$ cat src/rtl/reg_arb_pkg.sv
// Shared constants, port IDs and FSM encoding for the two-port register-bank write arbiter.
package reg_arb_pkg;

  localparam int unsigned MAX_ADDR = 4;
  localparam int unsigned NUM_REGS = 5;
  localparam int unsigned ADDR_W   = 7;
  localparam int unsigned DATA_W   = 8;

  localparam logic PORT_A = 1'b0;
  localparam logic PORT_B = 1'b1;

  typedef enum logic {
    StIdle  = 1'b0,
    StGrant = 1'b1
  } state_e;

endpackage

$ cat src/rtl/reg_arbiter_if.sv
// Write-request bus of the register arbiter: port A (SPI decoder) and port B (local sequencer).
interface reg_arbiter_if;
  import reg_arb_pkg::*;

  logic              a_req;
  logic [ADDR_W-1:0] a_addr;
  logic [DATA_W-1:0] a_wdata;
  logic              a_gnt;
  logic              b_req;
  logic [ADDR_W-1:0] b_addr;
  logic [DATA_W-1:0] b_wdata;
  logic              b_gnt;
  logic              err;

  modport master (
    output a_req, a_addr, a_wdata, b_req, b_addr, b_wdata,
    input  a_gnt, b_gnt, err
  );

  modport slave (
    input  a_req, a_addr, a_wdata, b_req, b_addr, b_wdata,
    output a_gnt, b_gnt, err
  );

endinterface

$ cat src/rtl/rr_arb2.sv
// Stateless two-way round-robin pick; the caller holds the most-recently-granted port ID.
module rr_arb2
  import reg_arb_pkg::*;
(
  input  logic [1:0] req,
  input  logic       last_id,
  output logic       grant_id
);

  always_comb begin
    grant_id = PORT_A;
    case (req)
      2'b10:   grant_id = PORT_B;
      2'b11:   grant_id = ~last_id;
      default: grant_id = PORT_A;
    endcase
  end

endmodule

$ cat src/rtl/reg_arbiter.sv
// Two-port register-bank write arbiter with round-robin and a saturating conflict counter.
// Optional readback port enabled by defining REG_ARB_READBACK_EN.
module reg_arbiter
  import reg_arb_pkg::*;
(
  input  logic              clk,
  input  logic              rst,
  reg_arbiter_if.slave      bus,
  output logic [DATA_W-1:0] data0,
  output logic [DATA_W-1:0] data1,
  output logic [DATA_W-1:0] data2,
  output logic [DATA_W-1:0] data3,
  output logic [DATA_W-1:0] data4,
  output logic [7:0]        conflict_cnt
`ifdef REG_ARB_READBACK_EN
  ,
  input  logic [ADDR_W-1:0] rd_addr,
  output logic [DATA_W-1:0] rd_data
`endif
);

  state_e            r_state, w_state_nxt;
  logic [ADDR_W-1:0] r_addr;
  logic [DATA_W-1:0] r_wdata;
  logic              r_a_gnt, r_b_gnt, r_err;
  logic              r_rr_ptr;
  logic [7:0]        r_cnt;
  logic [DATA_W-1:0] r_data [NUM_REGS];

  logic [1:0]        w_req;
  logic              w_grant_id;
  logic              w_take;
  logic              w_both;
  logic [ADDR_W-1:0] w_addr_sel;
  logic [DATA_W-1:0] w_wdata_sel;

  assign w_req       = {bus.b_req, bus.a_req};
  assign w_take      = (r_state == StIdle) && (|w_req);
  assign w_both      = (r_state == StIdle) && (&w_req);
  assign w_addr_sel  = (w_grant_id == PORT_B) ? bus.b_addr : bus.a_addr;
  assign w_wdata_sel = (w_grant_id == PORT_B) ? bus.b_wdata : bus.a_wdata;

  // r_rr_ptr names the port that wins the next tie, so the other one was granted last.
  rr_arb2 u_rr_arb2 (
    .req      (w_req),
    .last_id  (~r_rr_ptr),
    .grant_id (w_grant_id)
  );

  always_comb begin
    w_state_nxt = r_state;
    unique case (r_state)
      StIdle:  if (|w_req) w_state_nxt = StGrant;
      StGrant: w_state_nxt = StIdle;
      default: w_state_nxt = StIdle;
    endcase
  end

  always_ff @(posedge clk) begin
    if (rst) begin
      r_state  <= StIdle;
      r_addr   <= '0;
      r_wdata  <= '0;
      r_a_gnt  <= 1'b0;
      r_b_gnt  <= 1'b0;
      r_err    <= 1'b0;
      r_rr_ptr <= PORT_A;
      r_cnt    <= '0;
      for (int unsigned i = 0; i < NUM_REGS; i++) r_data[i] <= '0;
    end else begin
      r_state <= w_state_nxt;
      r_a_gnt <= w_take && (w_grant_id == PORT_A);
      r_b_gnt <= w_take && (w_grant_id == PORT_B);
      r_err   <= w_take && (w_addr_sel > ADDR_W'(MAX_ADDR));
      if (w_take) begin
        r_addr   <= w_addr_sel;
        r_wdata  <= w_wdata_sel;
        r_rr_ptr <= ~w_grant_id;
      end
      if (w_both && (r_cnt != 8'hFF)) r_cnt <= r_cnt + 8'd1;
      if ((r_state == StGrant) && (r_addr <= ADDR_W'(MAX_ADDR))) begin
        r_data[r_addr[2:0]] <= r_wdata;
      end
    end
  end

  // A reset landing on the GRANT cycle suppresses the grant pulse already on the wire.
  assign bus.a_gnt = r_a_gnt & ~rst;
  assign bus.b_gnt = r_b_gnt & ~rst;
  assign bus.err   = r_err & ~rst;

  assign data0        = r_data[0];
  assign data1        = r_data[1];
  assign data2        = r_data[2];
  assign data3        = r_data[3];
  assign data4        = r_data[4];
  assign conflict_cnt = r_cnt;

`ifdef REG_ARB_READBACK_EN
  logic [DATA_W-1:0] r_rd_data;

  always_ff @(posedge clk) begin
    if (rst) begin
      r_rd_data <= '0;
    end else if (rd_addr <= ADDR_W'(MAX_ADDR)) begin
      r_rd_data <= r_data[rd_addr[2:0]];
    end else begin
      r_rd_data <= '0;
    end
  end

  assign rd_data = r_rd_data;
`endif

endmodule

$ cat src/flat_wrapper.sv
// flat-port wrapper written by rule: the top's interface ports become plain ports
module reg_arbiter_flat import reg_arb_pkg::*;
  (clk, rst, data0, data1, data2, data3, data4, conflict_cnt, bus_a_req, bus_a_addr, bus_a_wdata, bus_b_req, bus_b_addr, bus_b_wdata, bus_a_gnt, bus_b_gnt, bus_err);
  reg_arbiter_if bus_i ();
  input  logic clk;
  input  logic rst;
  output logic [DATA_W-1:0] data0;
  output logic [DATA_W-1:0] data1;
  output logic [DATA_W-1:0] data2;
  output logic [DATA_W-1:0] data3;
  output logic [DATA_W-1:0] data4;
  output logic [7:0] conflict_cnt;
  input wire logic [$bits(bus_i.a_req)-1:0] bus_a_req;
  input wire logic [$bits(bus_i.a_addr)-1:0] bus_a_addr;
  input wire logic [$bits(bus_i.a_wdata)-1:0] bus_a_wdata;
  input wire logic [$bits(bus_i.b_req)-1:0] bus_b_req;
  input wire logic [$bits(bus_i.b_addr)-1:0] bus_b_addr;
  input wire logic [$bits(bus_i.b_wdata)-1:0] bus_b_wdata;
  output wire logic [$bits(bus_i.a_gnt)-1:0] bus_a_gnt;
  output wire logic [$bits(bus_i.b_gnt)-1:0] bus_b_gnt;
  output wire logic [$bits(bus_i.err)-1:0] bus_err;
  assign bus_i.a_req = bus_a_req;
  assign bus_i.a_addr = bus_a_addr;
  assign bus_i.a_wdata = bus_a_wdata;
  assign bus_i.b_req = bus_b_req;
  assign bus_i.b_addr = bus_b_addr;
  assign bus_i.b_wdata = bus_b_wdata;
  assign bus_a_gnt = bus_i.a_gnt;
  assign bus_b_gnt = bus_i.b_gnt;
  assign bus_err = bus_i.err;
  reg_arbiter u_core (.clk(clk), .rst(rst), .bus(bus_i), .data0(data0), .data1(data1), .data2(data2), .data3(data3), .data4(data4), .conflict_cnt(conflict_cnt));
endmodule
$ cat config.mk
export PLATFORM = sky130hd
export DESIGN_NAME = reg_arbiter_flat
export DESIGN_NICKNAME = d
export VERILOG_FILES = /design/src/rtl/reg_arb_pkg.sv /design/src/rtl/reg_arbiter_if.sv /design/src/rtl/rr_arb2.sv /design/src/rtl/reg_arbiter.sv /design/src/flat_wrapper.sv
export SDC_FILE = /design/constraint.sdc
export NUM_CORES = 1
export LEC_CHECK = 0
export CAP_MARGIN = 20
export CORE_MARGIN = 2
export CORE_UTILIZATION = 46
export DETAILED_ROUTE_END_ITERATION = 10
export GPL_TIMING_DRIVEN = 0
export PLACE_DENSITY = 0.79
export RECOVER_POWER = 50
export SETUP_SLACK_MARGIN = 0.2
export SLEW_MARGIN = 40
export SYNTH_ARGS = -nofsm -noshare
export SYNTH_HDL_FRONTEND = slang
export SYNTH_SLANG_ARGS = --single-unit
export TNS_END_PERCENT = 20
$ cat constraint.sdc
create_clock -name clk -period 4.6 [get_ports clk]
set_clock_uncertainty 0.15 [all_clocks]
set_input_delay 1.38 -clock clk [delete_from_list [all_inputs] [get_ports clk]]
set_output_delay 1.38 -clock clk [all_outputs]
set_load 0.005 [all_outputs]
==> metrics.md <==
| Metric | Value |
|---|---|
| Vias per cell | between 4 and 5 |
| Pins Over Slew Limit | 0 |
| Area delta synth->final | 39.4% |
| DR pass1 iterations | 4 |
| Setup crit start | rst |
| Core ar. | between 0.005 and 0.006 mm² |
| Fin crit period | 4340 ps |
| Starting Density | between 40 and 50% |
| Final net count | between 300 and 400 |
| Number of cells on the critical path | 4 |
| Drt wl/cell | around 15 µm |
| Most frequent cells in the layout | 51 x dlygate4sd3_1, 40 x edfxtp_1, 33 x clkdlybuf4s50_1 |
| Routed Antenna Nets | 0 |
| Unrepaired setup endpoints after global routing | false |
| # fillers | 466 |
| Worst-path clk slew | approximately 70 ps |
| Die outline width | between 80 and 90 µm |
| Mapped Area | 0.00280 mm² |
| Yosys cell types | 38 |
| Mean post-synth cell area | 12.6 µm² |
| Initial antenna violation count | 1 |
| Reg area | approximately 0.0018 mm² |
| # DRC | 0 |
| CTS tree | built |
| Max-cap viol count | 0 |
| Htree depth | 3 |
| Num CTS Buffers | 9 |
| Hpwl dp | 4230 µm |
| Grt ovf | 0 |
| Routed wire length | approximately 5900 µm |
| Final hold vios | 0 |
| Clk sinks | a little under 70 |
| Setup TNS | 0 ps |
| Power Dens Cells | 337 mW/mm² |
| Post-Synthesis Cells | approximately 220 |
| Post-CTS Setup Bufs | 0 |
| Global Route Usage Sum | 18.7% |
| Worst setup path endpoint | bus_err |
| Worst path bufs/invs | 3 |
| Critical Path Start Type | input port |
| Number of port buffers | between 80 and 90 |
| WP data required | around 3100 ps |
| First-pass GRT wire length | 9090 µm |
| Core Rows | 28 |
| Overall Power | between 1 and 1.5 mW |
| Die span in y | ~82 µm |
| Syn nets | around 260 |
| Relative slew slack | 42.0% |
| Post-synthesis sequential area ratio | between 60% and 70% |
| Hold WC Path Type | reg2reg |
| Multi-input logic area | 977 µm² |
| Commonest non-fill, non-tap cell in the layout | dlygate4sd3_1 |
| Slew @ Worst Pin | around 860 ps |
| Maximum clock path buffer count | 2 |
| Insertion delay to the later sink of the worst-skew pair | 340 ps |
| Asr flop ratio synth | 0% |
| Total number of vias | 1,989 |
| Worst R2R Setup Slack | between 1500 and 2000 ps |
| Slowest cell on the critical path | dlygate4sd3_1 |
| Setup-failing EPs final | 0 |
| Die area | around 0.0067 mm² |
| WP data arrival | 2810 ps |
| CTS Root Cell | clkbuf_8 |
| Outcome | complete, no violations |
| Cell family with most CP delay | buffers and inverters |
| Io pins | between 80 and 90 |
| Largest net degree at the start of global routing | 13 |
| Warnings, synthesis | 0 |
| Number of global-route vias before repair | around 1,900 |
| Routability cong. | approximately 0.75 |
| Hold path cells | 1 |
| Setup CP Type | in2out |
| Hold Startpoint | u_core.r_rr_ptr |
| Final Cycle Share | a little over nine tenths |
| Fraction of layout cells with a size suffix above 1 | under 10% |
| CP endpoint kind | output pin |
| Peak supply drop | ~180 µV |
| FF-to-FF Start | u_core.r_addr[6] |
| Primary FF master, synth | edfxtp_1 |
| Final core utilization | about two thirds |
| CP Max Fanout | 10 |
| Initial DRC Count | 100 |
| Fmax | 231 MHz |
| Leakage power | approximately 1.6 nW |
| EDFF count, synth | 40 |
| Critical Path, Cell by Cell | dlygate4sd3_1 > clkbuf_2 > nor2b_1 > clkdlybuf4s50_1 |
| CP peak stage delay | between 500 and 600 ps |
| Worst reg2reg path depth | 4 |
| Reg2reg end | u_core.r_data[1][6] |
| Post-synthesis register bit count | about 70 |
[sequential cells by signal (all words and copies together), names as in the netlist]
signal / count
u_core.r_state: 1
u_core.r_a_gnt: 1
u_core.r_err: 1
u_core.r_rr_ptr: 1
u_core.conflict_cnt: 8
u_core.r_data: 40
u_core.r_wdata: 8
u_core.r_b_gnt: 1
u_core.r_addr: 7
[worst min path at each step]
stage,end,slack [ps]
floorplan,u_core.r_rr_ptr,280
global placement,u_core.r_rr_ptr,290
detailed placement,u_core.r_rr_ptr,300
CTS,u_core.r_rr_ptr,310
global route,u_core.r_rr_ptr,330
finish,u_core.r_rr_ptr,310
[per-stage QoR]
stage	hold WS, ps	setup WS [ps]	instance area, µm²	std cells
after detailed placement	297	238	3740	382
after global placement	293	259	3740	382
after global routing	331	175	3910	399
after floorplan	277	1360	2800	223
final	313	265	3910	399
after CTS	315	225	3950	398
[worst reg2reg max path, cell delays in order, from the launching register on]
cell and delay [ps]:
dfxtp_1 320, or4_4 530, or3_4 380, nor3_1 600, or2_2 350
[routing by layer]
layer,part of all wire (%),track usage (%),wire length [µm],vias to the layer above
met5,0,0,0,-
met4,1.7,8.33,98,0
met3,7.0,6.70,411,9
met2,48,30.5,2830,76
met1,43,22.2,2540,907
li1,-,-,-,997
[synth_stat cells (2+ instances only)]
master	n	area, µm²
inv_1	2	7.51
edfxtp_1	40	1200
or2_2	5	31.3
o21ai_0	3	15.0
a221o_1	6	60.1
dfxtp_1	28	561
a31oi_1	2	12.5
nand2_1	5	18.8
nand2b_1	2	12.5
nor4_1	2	12.5
nor2b_1	5	31.3
nand3_1	5	25.0
nor3_4	4	65.1
clkbuf_1	5	18.8
nor3_1	2	10.0
a211oi_1	7	52.6
or3b_2	2	17.5
o211ai_1	2	15.0
nor2_1	19	71.3
mux2i_1	8	80.1
and2_1	48	300
xor2_1	5	43.8
[logic make-up after synthesis]
family	after synthesis	share of synthesized area [%]
xor gates and xnor gates	6	1.87
DFF	68	62.8
buffers and inverters	8	1.12
adders and majority gates	1	0.446
and+or+nand+nor	107	23.7
AOI/OAI and AO/OA	24	6.74
muxes	9	3.26
[report_power, final]
group          internal, mW  switching, mW  total [mW]
clock network         0.264          0.230       0.494
registers             0.674         0.0242       0.698
logic                0.0720         0.0536       0.126
[timing repair]
item | CTS | global route
resized for setup | 0 | 2
hold buffers | 0 | 0
endpoints found under the setup margin | 0 | 3
[cell type report]
type / count / share of cell area, %
plain buffers: 6 / 0.608
clock buffers: 10 / 3.52
clock inverters: 6 / 1.63
well taps: 75 / 2.40
multi-input cells: 147 / 25.0
repair buffers: 84 / 21.5
diodes: 1 / 0.0640
inverters: 2 / 0.192
flip-flops and latches: 68 / 45.1
(Power assumes the default switching activity.)
==> edit (config.mk and constraints unchanged) <==
The package constant `ADDR_W` goes from 7 to 8.
--- a/src/rtl/reg_arb_pkg.sv
+++ b/src/rtl/reg_arb_pkg.sv
@@ -3,7 +3,7 @@
 
   localparam int unsigned MAX_ADDR = 4;
   localparam int unsigned NUM_REGS = 5;
-  localparam int unsigned ADDR_W   = 7;
+  localparam int unsigned ADDR_W   = 8;
   localparam int unsigned DATA_W   = 8;
 
   localparam logic PORT_A = 1'b0;
Interface: changed (resized bus_a_addr and bus_b_addr); port bits go from 85 to 87. The function was not compared with the original's and may differ.
==> edit against the unedited design <==
- sequential share of layout area shrank 0.29 points
- sequential cell count grew 1
- cell area rose by 1.8%
- via count grew 18%
- combinational power increased by 19%
- core utilization grew 0.40 points
- synthesized area increased by 2.4%
- critical path type unchanged
- hold slack improved by 8.9 ps
- power decreased by 3.1%
- routed wire length grew 11%
- critical path depth unchanged
- setup slack worse by 80 ps
- synthesized cell count is 18% higher
==> edit: results (changes against the unedited design) <==
Drt
  • Routed vias: 2,348 (was 1,989)
  • Avg WL per Cell: 14.83 um (was 14.74 um)
  • DRT iter0 DRCs: 167 (was 100)

Finish
  • Final nets: 397 (was 353)
  • Largest register FFs: 40 (unchanged)
  • Share of layout cells above drive strength 1: 5.205% (was 8.669%)
  • Finished Layout Cells: 440 (was 399)
  • Diodes inserted: 0 (was 1)
  • Fill cells: 489 (was 466)

Job
  • Max-cap violations: 0 (unchanged)

Place
  • Dpl cells: 424 (was 382)
  • Post-DP HPWL: 5.043 mm (was 4.227 mm)
  • Placed cell areas: 3816 sq um (was 3745 sq um)
  • Final Wtd Congestion: 0.8672 (was 0.7534)
  • Number of I/O port buffers: 85 (was 84)

Global route
  • GRT met3 Usage: 4.672% (was 6.703%)
  • Met2 Use GR: 32.84% (was 30.49%)
  • First-pass GRT wire length: 10.83 mm (was 9.094 mm)
  • GR Util met1: 24.77% (was 22.24%)
  • Vias in the first global route: 2,306 (was 1,907)
  • Pin count of the biggest net entering global routing: 14 (was 13)
  • Initial antenna violation count: 0 (was 1)

Critical path
  • CP peak stage delay: 620 ps (was 570 ps)
  • CP arrival: 2890 ps (was 2810 ps)
  • Critical path peak fanout: 10 (unchanged)

Synthesis
  • Syn Nets: 301 (was 258)
  • Register area share after synthesis: 62.05% (was 62.83%)
  • Synth top cells by count: 55 x nor2_1, 40 x edfxtp_1, 29 x dfxtp_1, 17 x nand2_1, 15 x nand3_1 (was 48 x and2_1, 40 x edfxtp_1, 28 x dfxtp_1, 19 x nor2_1, 8 x mux2i_1)
  • Cell variety after synth: 40 (was 38)
  • Synth area leaders: edfxtp_1 42%, dfxtp_1 20%, nor2_1 7.2% (was edfxtp_1 43%, dfxtp_1 20%, and2_1 11%)
  • Syn Inst Count: 264 (was 223)

Outcome
  • Outcome: finished clean (unchanged)

Power and ir drop
  • Static Leakage: 1.490 nW (was 1.557 nW)
  • Peak supply drop: 183.0 uV (was 177.7 uV)

Clock tree
  • Clock latency on the worst-skew pair: 340 ps (about the same)

Timing
  • Relative slew slack: 46.62% (was 42.05%)
[edit: stage by stage]
step | utilization [%] | power [mW] | setup WS [ps] | hold WS, ps
final | 66.42 | 1.276 | 184.8 | 322.0
after global routing | 66.42 | 1.334 | 114.1 | 350.2
after global placement | 63.70 | 0.8677 | 155.2 | 304.1
after detailed placement | 63.70 | 0.8717 | 163.3 | 310.6
after floorplan | - | 0.7833 | 1171 | 290.5
after CTS | 66.54 | 1.287 | 277.9 | 326.5
[edit: final timing paths]
check | slack, ps | end | from | cells past startpoint
max | 180 | bus_err | rst | 4
max reg2reg | 1790 | u_core.r_data[1][7] | u_core.r_state | 4
min reg2reg | 320 | u_core.r_rr_ptr | u_core.r_rr_ptr | 1
min | 320 | u_core.r_rr_ptr | u_core.r_rr_ptr | 1
[edit: final cells by class]
cell class	count	share of cell area [%]
clock buffer	10	3.208
clock inverter	6	1.038
buffer	15	1.447
multi-input combinational	176	25.41
inverter	4	0.3774
timing repair buffer	85	21.38
tap	75	2.358
sequential	69	44.78
[edit: timing repair]
| action | in CTS | in global routing |
|---|---|---|
| gates resized for setup | 1 | 0 |
| setup buffers | 0 | 0 |
| setup endpoints to repair | 3 | 0 |
[edit: per-layer routing]
| layer | share of wire (%) | routed length [um] | vias to the layer above |
|---|---|---|---|
| met5 | 0 | 0 | - |
| met4 | 1.7 | 111 | 0 |
| met3 | 5.9 | 388 | 11 |
| met2 | 49 | 3166 | 86 |
| met1 | 44 | 2859 | 1105 |
| li1 | - | - | 1146 |
[edit: critical path, delay by kind of cell]
family / cells / cell delay (ps)
simple gates: 1 / 140
buf+inv: 3 / 1360
[edit: cells by family (layout without fill, tap and decap cells)]
group,count (synthesis),after routing,share of synthesized area [%]
AO/OA/AOI/OAI,40,40,11.15
XOR/XNOR,2,2,0.6101
adder cells (fa/ha/maj),1,1,0.4357
buffers and inverters,19,120,2.571
flip-flops,69,69,62.05
multiplexers,1,1,0.3486
AND/OR/NAND/NOR,132,132,22.83
[edit: report_power, final]
group          internal, mW  switching [mW]
clock network         0.194           0.232
registers             0.682          0.0171
logic                0.0766          0.0739
total                 0.953           0.323
